<file path="src/rtl/decoration_sequencer_if.sv">
// Program/status interface of the decoration sequencer.
// The master side (host or testbench) drives run enable, program writes and
// dwell; the slave side (the sequencer) drives the decoded actuator outputs.
interface decoration_sequencer_if #(
  parameter int NUM_CH  = 4,
  parameter int DWELL_W = 8
);
  localparam int AW = $clog2(NUM_CH);

  logic               on;
  logic               prog_we;
  logic [AW-1:0]      prog_addr;
  logic [3:0]         prog_data;
  logic [DWELL_W-1:0] dwell;

  logic [3:0]         opcode;
  logic [AW-1:0]      step;
  logic               running;
  logic [1:0]         color;
  logic               sound_stb;
  logic [1:0]         sound_id;
  logic [2:0]         effect;
  logic               wrap;
  logic               err;

  modport master (
    output on, prog_we, prog_addr, prog_data, dwell,
    input  opcode, step, running, color, sound_stb, sound_id, effect, wrap, err
  );

  modport slave (
    input  on, prog_we, prog_addr, prog_data, dwell,
    output opcode, step, running, color, sound_stb, sound_id, effect, wrap, err
  );
endinterface

</file>
<file path="src/rtl/decoration_sequencer.sv">
// Decoration opcode sequencer: steps through a writable program of NUM_CH
// 4-bit opcodes, holding each step for dwell+1 cycles, and decodes every
// step into latched colour, one-cycle sound strobes and held effects.
// Optional build macro SEQ_ONESHOT_EN: play the program once and park in
// DONE instead of wrapping back to step 0.
module decoration_sequencer #(
  parameter int NUM_CH  = 4,
  parameter int DWELL_W = 8,
  parameter int OP_W    = 4
) (
  input  logic                   clk,
  input  logic                   rst,
  decoration_sequencer_if.slave  bus
);
  localparam int            AW       = $clog2(NUM_CH);
  localparam logic [AW-1:0] LAST     = AW'(NUM_CH - 1);
  localparam logic [OP_W-1:0] OP_RESET = OP_W'(1);

`ifdef SEQ_ONESHOT_EN
  typedef enum logic [1:0] {S_IDLE, S_RUN, S_DONE} state_e;
`else
  typedef enum logic [1:0] {S_IDLE, S_RUN} state_e;
`endif

  state_e             state_q, state_d;
  logic [OP_W-1:0]    mem_q [NUM_CH];
  logic [AW-1:0]      step_q, step_d;
  logic [DWELL_W-1:0] dwell_cnt_q, dwell_cnt_d;
  logic [OP_W-1:0]    opcode_q, opcode_d;
  logic [1:0]         color_q, color_d;
  logic [2:0]         effect_q, effect_d;
  logic               sound_stb_q, sound_stb_d;
  logic [1:0]         sound_id_q, sound_id_d;
  logic               wrap_q, wrap_d;
  logic               err_q, err_d;

  logic               enter;
  logic [AW-1:0]      entry_step;
  logic [OP_W-1:0]    entry_op;

  // Next-state logic: state transitions, dwell countdown and step-entry decode.
  always_comb begin
    // NOTE: every variable gets a default first so no path infers a latch.
    state_d     = state_q;
    step_d      = step_q;
    dwell_cnt_d = dwell_cnt_q;
    opcode_d    = opcode_q;
    color_d     = color_q;
    effect_d    = effect_q;
    sound_stb_d = 1'b0;
    sound_id_d  = 2'b00;
    wrap_d      = 1'b0;
    err_d       = err_q;
    enter       = 1'b0;
    entry_step  = '0;
    entry_op    = '0;

    case (state_q)
      S_IDLE: begin
        // Old slot-0 contents decide the start; a same-cycle write lands later.
        if (bus.on && (mem_q[0] != '0)) begin
          state_d    = S_RUN;
          enter      = 1'b1;
          entry_step = '0;
        end
      end
      S_RUN: begin
        if (!bus.on) begin
          state_d     = S_IDLE;
          step_d      = '0;
          dwell_cnt_d = '0;
          opcode_d    = '0;
          color_d     = 2'b00;
          effect_d    = 3'b000;
        end else if (opcode_q == OP_RESET) begin
          // RESET returns to slot 0 immediately, without a wrap pulse.
          enter      = 1'b1;
          entry_step = '0;
        end else if (dwell_cnt_q == '0) begin
          if (step_q == LAST) begin
`ifdef SEQ_ONESHOT_EN
            state_d  = S_DONE;
            step_d   = '0;
            opcode_d = '0;
            effect_d = 3'b000;
`else
            enter      = 1'b1;
            entry_step = '0;
            wrap_d     = 1'b1;
`endif
          end else begin
            enter      = 1'b1;
            entry_step = step_q + 1'b1;
          end
        end else begin
          dwell_cnt_d = dwell_cnt_q - 1'b1;
        end
      end
`ifdef SEQ_ONESHOT_EN
      S_DONE: begin
        if (!bus.on) state_d = S_IDLE;
      end
`endif
      default: state_d = S_IDLE;
    endcase

    // Step entry: latch the opcode, reload dwell and perform the class action.
    if (enter) begin
      entry_op    = mem_q[entry_step];
      step_d      = entry_step;
      opcode_d    = entry_op;
      dwell_cnt_d = bus.dwell;
      effect_d    = 3'b000;
      case (entry_op[3:2])
        2'b00: begin
          if (entry_op[1:0] == 2'b01) color_d = 2'b00;
          else if (entry_op[1:0] != 2'b00) err_d = 1'b1;
        end
        2'b01: begin
          if (entry_op[1:0] == 2'b11) err_d = 1'b1;
          else color_d = entry_op[1:0] + 2'd1;
        end
        2'b10: begin
          if (entry_op[1:0] == 2'b11) err_d = 1'b1;
          else begin
            sound_stb_d = 1'b1;
            sound_id_d  = entry_op[1:0];
          end
        end
        default: begin
          if (entry_op[1:0] == 2'b11) err_d = 1'b1;
          else effect_d = 3'b001 << entry_op[1:0];
        end
      endcase
    end
  end

  // State and output registers plus program memory, all cleared by rst.
  always_ff @(posedge clk) begin
    if (rst) begin
      // NOTE: the program store is a small register file, so clearing it in
      // reset is cheap and makes an empty program the defined start-up state.
      for (int i = 0; i < NUM_CH; i++) mem_q[i] <= '0;
      state_q     <= S_IDLE;
      step_q      <= '0;
      dwell_cnt_q <= '0;
      opcode_q    <= '0;
      color_q     <= 2'b00;
      effect_q    <= 3'b000;
      sound_stb_q <= 1'b0;
      sound_id_q  <= 2'b00;
      wrap_q      <= 1'b0;
      err_q       <= 1'b0;
    end else begin
      // NOTE: non-blocking updates so the memory write and the slot read in
      // always_comb see the pre-edge contents in the same cycle.
      if (bus.prog_we) mem_q[bus.prog_addr] <= bus.prog_data;
      state_q     <= state_d;
      step_q      <= step_d;
      dwell_cnt_q <= dwell_cnt_d;
      opcode_q    <= opcode_d;
      color_q     <= color_d;
      effect_q    <= effect_d;
      sound_stb_q <= sound_stb_d;
      sound_id_q  <= sound_id_d;
      wrap_q      <= wrap_d;
      err_q       <= err_d;
    end
  end

  assign bus.opcode    = opcode_q;
  assign bus.step      = step_q;
  assign bus.running   = (state_q == S_RUN);
  assign bus.color     = color_q;
  assign bus.sound_stb = sound_stb_q;
  assign bus.sound_id  = sound_id_q;
  assign bus.effect    = effect_q;
  assign bus.wrap      = wrap_q;
  assign bus.err       = err_q;
endmodule

</file>
<file path="src/flat_wrapper.sv">
// flat-port wrapper written by rule: the top's interface ports become plain ports
module decoration_sequencer_flat 
#(
  parameter int NUM_CH  = 4,
  parameter int DWELL_W = 8,
  parameter int OP_W    = 4
)
  (clk, rst, bus_on, bus_prog_we, bus_prog_addr, bus_prog_data, bus_dwell, bus_opcode, bus_step, bus_running, bus_color, bus_sound_stb, bus_sound_id, bus_effect, bus_wrap, bus_err);
  decoration_sequencer_if #(.NUM_CH(NUM_CH), .DWELL_W(DWELL_W)) bus_i ();
  input  logic clk;
  input  logic rst;
  input wire logic [$bits(bus_i.on)-1:0] bus_on;
  input wire logic [$bits(bus_i.prog_we)-1:0] bus_prog_we;
  input wire logic [$bits(bus_i.prog_addr)-1:0] bus_prog_addr;
  input wire logic [$bits(bus_i.prog_data)-1:0] bus_prog_data;
  input wire logic [$bits(bus_i.dwell)-1:0] bus_dwell;
  output wire logic [$bits(bus_i.opcode)-1:0] bus_opcode;
  output wire logic [$bits(bus_i.step)-1:0] bus_step;
  output wire logic [$bits(bus_i.running)-1:0] bus_running;
  output wire logic [$bits(bus_i.color)-1:0] bus_color;
  output wire logic [$bits(bus_i.sound_stb)-1:0] bus_sound_stb;
  output wire logic [$bits(bus_i.sound_id)-1:0] bus_sound_id;
  output wire logic [$bits(bus_i.effect)-1:0] bus_effect;
  output wire logic [$bits(bus_i.wrap)-1:0] bus_wrap;
  output wire logic [$bits(bus_i.err)-1:0] bus_err;
  assign bus_i.on = bus_on;
  assign bus_i.prog_we = bus_prog_we;
  assign bus_i.prog_addr = bus_prog_addr;
  assign bus_i.prog_data = bus_prog_data;
  assign bus_i.dwell = bus_dwell;
  assign bus_opcode = bus_i.opcode;
  assign bus_step = bus_i.step;
  assign bus_running = bus_i.running;
  assign bus_color = bus_i.color;
  assign bus_sound_stb = bus_i.sound_stb;
  assign bus_sound_id = bus_i.sound_id;
  assign bus_effect = bus_i.effect;
  assign bus_wrap = bus_i.wrap;
  assign bus_err = bus_i.err;
  decoration_sequencer #(.NUM_CH(NUM_CH), .DWELL_W(DWELL_W), .OP_W(OP_W)) u_core (.clk(clk), .rst(rst), .bus(bus_i));
endmodule
</file>
<file path="config.mk">
export PLATFORM = sky130hd
export DESIGN_NAME = decoration_sequencer_flat
export DESIGN_NICKNAME = d
export VERILOG_FILES = /design/src/rtl/decoration_sequencer_if.sv /design/src/rtl/decoration_sequencer.sv /design/src/flat_wrapper.sv
export SDC_FILE = /design/constraint.sdc
export NUM_CORES = 1
export LEC_CHECK = 0
export BUFFER_PORTS_ARGS = -buffer_cell sky130_fd_sc_hd__buf_2
export CELL_PAD_IN_SITES_DETAIL_PLACEMENT = 1
export CELL_PAD_IN_SITES_GLOBAL_PLACEMENT = 2
export CORE_UTILIZATION = 30
export CTS_BUF_LIST = sky130_fd_sc_hd__clkbuf_4 sky130_fd_sc_hd__clkbuf_8
export DETAILED_ROUTE_END_ITERATION = 12
export PLACE_DENSITY = 0.75
export SLEW_MARGIN = 40
export SYNTH_ARGS = -nofsm -noshare
export SYNTH_HDL_FRONTEND = slang
export SYNTH_SLANG_ARGS = --single-unit
</file>
<file path="constraint.sdc">
create_clock -name clk -period 4 [get_ports clk]
set_input_delay 0.8 -clock clk [delete_from_list [all_inputs] [get_ports clk]]
set_output_delay 0.8 -clock clk [all_outputs]
set_load 0.01 [all_outputs]
</file>
; After elaboration in Yosys (flattened, before gate mapping)
; Memory sizes are Yosys's and may differ from the RTL's.
; Cells that the tools add are included.
[classes]
bitwise = 5
reduce_logical = 17
shifts = 1
muxes = 48
n_addsub = 3
n_eq_ne = 14
[ops]
columns = cell, count
row1 = 2-to-1 mux 8 bit, 5
row2 = 2-to-1 mux 2 bit, 15
row3 = 2-to-1 mux 1 bit, 16
row4 = 2-to-1 mux 4 bit, 4
row5 = 2-to-1 mux 3 bit, 5
row6 = zero test 8 bit, 1
row7 = one-hot mux 2 bit (2 select lines), 2
row8 = OR reduction 4 bit, 2
row9 = subtractor 8 x 1 -> 8 bit (second input constant), 1
row10 = == test 2 x 1 -> 1 bit (second input constant), 3
row11 = == test 2 bit (second input constant), 3
row12 = inequality test 2 x 1 -> 1 bit (second input constant), 3
row13 = inequality test 3 x 2 -> 1 bit (second input constant), 2
row14 = nonzero test 2 bit, 3
row15 = OR reduction 3 bit, 2
row16 = NOT 1 bit, 5
row17 = OR reduction 5 bit, 1
row18 = adder 2 x 1 -> 2 bit (second input constant), 2
row19 = == test 4 x 1 -> 1 bit (second input constant), 1
row20 = zero test 2 bit, 2
row21 = inequality test 2 bit (second input constant), 2
row22 = AND reduction 2 bit, 2
row23 = AND reduction 4 bit, 1
row24 = nonzero test 4 bit, 1
row25 = other kinds (4), 4
[word_totals]
output_inout_bits = 17
in_bits = 18
register_bits = 26
mem_count = 1
ramBits = 16
[memory_table]
columns = name, words, word_bits, rd, rd_ports_with_merged_regs, wr, line
row1 = u_core.mem_q, 4, 4, 2, 0, 4, decoration_sequencer.sv:26  ; logic [OP_W-1:0] mem_q [NUM_CH];

; Logic depth before layout (Yosys ltp)
; An unclocked memory read counts as a cell.
[depth]
word_depth = 11
mapped_depth = 12
ltp_nobuf = 11

; Worst setup path after synthesis
; No wires, ideal clock.
[synth_timing]
path_kind = in2reg
from = input bus_on
to = register u_core.effect_q[2], in the netlist u_core.bus.effect[2]
t_arrival_ps = 2780
setup_ps = 71
path_slack_ps = 1150
path_stages = 11
cell_sequence = clkbuf_2 > and4bb_1 > and4b_1 > buf_6 > a21oi_1 > or2_2 > inv_1 > ha_1 > inv_1 > or4_1 > a21oi_1
[synth_via]
elab_chain_len = 7
[synth_rtl]
columns = element, line
row1 = "start, declared", flat_wrapper.sv:12  ; input wire logic [$bits(bus_i.on)-1:0] bus_on;
row2 = 2-to-1 mux 2 bit, decoration_sequencer.sv:68  ; if (!bus.on) begin
row3 = 2-to-1 mux 2 bit, -
row4 = memory read (4 x 4 bit), -
row5 = "== test 2 x 1 -> 1 bit, or another cell as far along", decoration_sequencer.sv:114  ; case (entry_op[3:2])
row6 = OR reduction 3 bit (no source line) or 2-to-1 mux 3 bit (tied branches), -
row7 = 2-to-1 mux 3 bit, decoration_sequencer.sv:114
row8 = 2-to-1 mux 3 bit, decoration_sequencer.sv:108  ; if (enter) begin
row9 = "end signal, assigned", decoration_sequencer.sv:163  ; effect_q <= effect_d;
row10 = "end, declared", decoration_sequencer.sv:31  ; logic [2:0] effect_q, effect_d;
; Several ways; a longest one is shown, not always the timed one.
; A chain may end at the register's enable or synchronous reset.

; Worst setup path in the final report
[layout_timing]
from = input bus_on
to = register u_core.color_q[1], in the netlist u_core.bus.color[1]
[layout_via]
elab_chain_len = 7
[layout_rtl]
columns = element, line
row1 = 2-to-1 mux 2 bit, decoration_sequencer.sv:68
row2 = 2-to-1 mux 2 bit, -
row3 = memory read (4 x 4 bit), -
row4 = "adder 2 x 1 -> 2 bit, or another cell as far along", decoration_sequencer.sv:121  ; else color_d = entry_op[1:0] + 2'd1;
row5 = "2-to-1 mux 2 bit, on equally long branches", "decoration_sequencer.sv:120, decoration_sequencer.sv:116"
row6 = one-hot mux 2 bit (2 select lines), decoration_sequencer.sv:114
row7 = 2-to-1 mux 2 bit *, decoration_sequencer.sv:108
row8 = "end signal, assigned", decoration_sequencer.sv:162  ; color_q <= color_d;
row9 = "end, declared", decoration_sequencer.sv:30  ; logic [1:0] color_q, color_d;
; Every way passes the cells marked *; elsewhere a longest branch is shown, timed or not.

==> metrics.yaml <==
synthesis:
  synth-main-ff-cell: "dfxtp_1"
  synthesis.nets: 235
  synth_top_area_share: 0.240
  syn_avg_cell_area_sq_um: 9.81
  syn_area_sq_um: 2090
  async_flop_share: 0
  yosysUniqueCellTypes: 52
  ys_warn_count: 0
  synth_seq_cells: 41
  synthTopCellsByCount: "dfxtp_1, nand2_1, a21oi_1"
  synth_cells: 213
  yosysMostFrequentCell: "dfxtp_1"
  ys_top_cells_by_area: "dfxtp_1, edfxtp_1, a21oi_1"
  synth_edf_count: 16
  synth_largest_area_cell: "dfxtp_1"
  yosysSeqAreaShare: 0.469
floorplan:
  coreArea_sq_um: 6760
  die_x_um: 85.5
  rows: 30
  design.die.area_sq_um: 7300
  chipHeight_um: 85.5
  floorplan.io_pins: 35
  start_util: 0.309
critical_path:
  endpoint_kind: "flip-flop"
  r2r_slack_ns: 1.20
  worstPathRequired_ns: 4.20
  path_buf_inv: 2
  slowest_stage: "and4b_1"
  worstPathCellList: "buf_2, and4bb_1, and4b_1, a21oi_2, nor2_1, inv_1, ha_1, mux2_1, o32ai_1"
  cp_max_fo: 8
  r2r-start: "u_core.bus.step[0]"
  reg2reg_depth: 8
  crit_type: "input pin to flip-flop"
  slowest_delay_ns: 0.40
  r2r-end: "u_core.bus.color[1]"
  crit_arrival_ns: 3.06
  startpoint_type: "input pin"
  cpLargestDelayFamily: "simple AND/OR/NAND/NOR gates"
global_route:
  gr-max-usage-layer: "met2"
  met2_usage: 0.239
  grt_usage: 0.148
  grt_pass1_wl_um: 8400
  antenna_found_initial: 0
  gr-usage-met1: 0.194
  grt_use_met3: 0.0331
  grt_max_degree: 32
  grt_pass1_vias: 1690
  grt-ovfl-total: 0
sta:
  maxSlewHeadroom: 0.523
  hold_viol: 0
  setup-tns-final_ns: 0
  finalWorstPathRequiredPeriod_ns: 2.86
  maxSlewViolCount: 0
  period_share: 0.715
  tightest_slew_ns: 0.698
  setup_ws_ns: 1.14
  fmax_mhz: 350
  timing.hold.ws_ns: 0.447
  finalClockSkew_ns: 0.00384
  rsz0062_at_grt: "no"
  setup_viol: 0
placed_design:
  pre_cts_ws_ns: 0.866
  gp_congestion: 0.722
  hpwlAfterDp_um: 3660
  io_buffer_count: 34
detailed_routing:
  wl_per_cell_um: 15.3
  vias_per_cell: 5.18
  dr.pass1.iters: 4
  final_antenna_net_count: 0
  drt_wl_total_um: 5020
  drtIter0Drc: 61
  drcViolationCount: 0
  vias: 1700
layout:
  drive_above_1_share: 0.238
  fin_util: 0.360
  syn2layout_area_growth_pct: 16.5
  finish.net_count: 269
  num_antenna_cells: 0
worst_hold_path:
  min_path_cells: 2
  holdCritStartpoint: "u_core.bus.err"
  hold_end: "u_core.bus.err"
  hp-class: "flip-flop to flip-flop"
power_and_ir_drop:
  power.total_w: 0.000968
  vdd_drop_max_mv: 0.108
  p_leak_nw: 0.946
  power_density_nw_per_um2: 398
clock_network:
  hold_buffers: 0
  clkSinkCount: 41
  cts_resized: 0
  cts_tree: "done"
  clock_latency_ns: 0.29
  clk_pin_slew_worst_paths_ns: 0.08
  clockBufferDepth: 2
  cts_setup_buffers: 0
  cts-root-buf: "clkbuf_8"
  h-tree-depth: 2
  numCtsBuffers: 5
status:
  outcome: "finished, final reports clean"
flow_run:
  drv_cap: 0
[cell families (layout without fill, tap and decap cells)]
| logic type | Yosys count | after routing | share of synthesized area |
|---|---|---|---|
| xor gates and xnor gates | 2 | 2 | 0.00838 |
| adders and majority gates | 4 | 4 | 0.0240 |
| AOI/OAI and AO/OA | 49 | 49 | 0.165 |
| buffers and inverters | 14 | 49 | 0.0299 |
| DFF | 41 | 41 | 0.469 |
| muxes | 4 | 4 | 0.0198 |
| and+or+nand+nor | 99 | 99 | 0.283 |
[layout by cell type, fill, tap and decap left out, types with 4 or more instances in the layout]
cell type | synthesis | routed
nand2_1 | 23 | 23
buf_2 | 1 | 34
clkbuf_8 | 0 | 5
dfxtp_1 | 25 | 25
inv_1 | 7 | 7
nand4b_1 | 4 | 4
nor2_1 | 19 | 19
nor3b_1 | 7 | 7
ha_1 | 4 | 4
and2_1 | 16 | 16
or2_2 | 4 | 4
edfxtp_1 | 16 | 16
a21oi_1 | 22 | 22
[per-stage QoR]
stage / area [sq um] / std cells
after detailed placement: 2320 / 320
after floorplan: 2090 / 213
final: 2430 / 328
after CTS: 2430 / 328
after global placement: 2320 / 320
after global routing: 2430 / 328
[final cells by class]
type,instances,area (sq um)
fillers,781,4320
multi-input cells,158,1050
flip-flops and latches,41,981
repair buffers,34,170
well taps,80,100
clock buffers,6,76.3
clock inverters,2,33.8
inverters,7,26.3
[sequential cells by signal, summed over array words and instances (netlist names)]
register              count
u_core.bus.color          2
u_core.bus.err            1
u_core.mem_q             16
u_core.bus.effect         3
u_core.bus.step           2
u_core.bus.sound_stb      1
u_core.bus.opcode         4
u_core.bus.wrap           1
u_core.dwell_cnt_q        8
u_core.bus.sound_id       2
u_core.state_q            1
[worst max-delay path by stage]
stage	end	slack, ns	depth (start not counted)	start
after floorplan	u_core.bus.effect[2]	1.15	11	bus_on
after global placement	u_core.bus.effect[2]	0.92	10	bus_on
after detailed placement	u_core.bus.effect[2]	0.87	10	bus_on
after CTS	u_core.bus.effect[2]	1.17	10	bus_on
after global routing	u_core.bus.color[1]	0.99	9	bus_on
final	u_core.bus.color[1]	1.14	9	bus_on
[worst register-to-register path: stages (launching register included)]
cell and delay (ns):
dfxtp_1 0.36, ha_1 0.51, or3b_2 0.49, a21oi_1 0.23
or2_2 0.20, inv_1 0.08, ha_1 0.30, mux2_1 0.28
o32ai_1 0.27
[layer usage]
layer,routed length [um],up-vias
li1,-,845
met1,2380,816
met2,2370,32
met3,184,7
met4,81,0
met5,0,-
[report_power, final]
part           total, W  internal (W)  leakage (nW)  switching (W)
logic          0.000154     0.0000610         0.529      0.0000931
clock network  0.000331      0.000191        0.0563       0.000140
registers      0.000482      0.000461         0.361      0.0000210
total          0.000968      0.000713         0.946       0.000254
(Power assumes the default switching activity.)
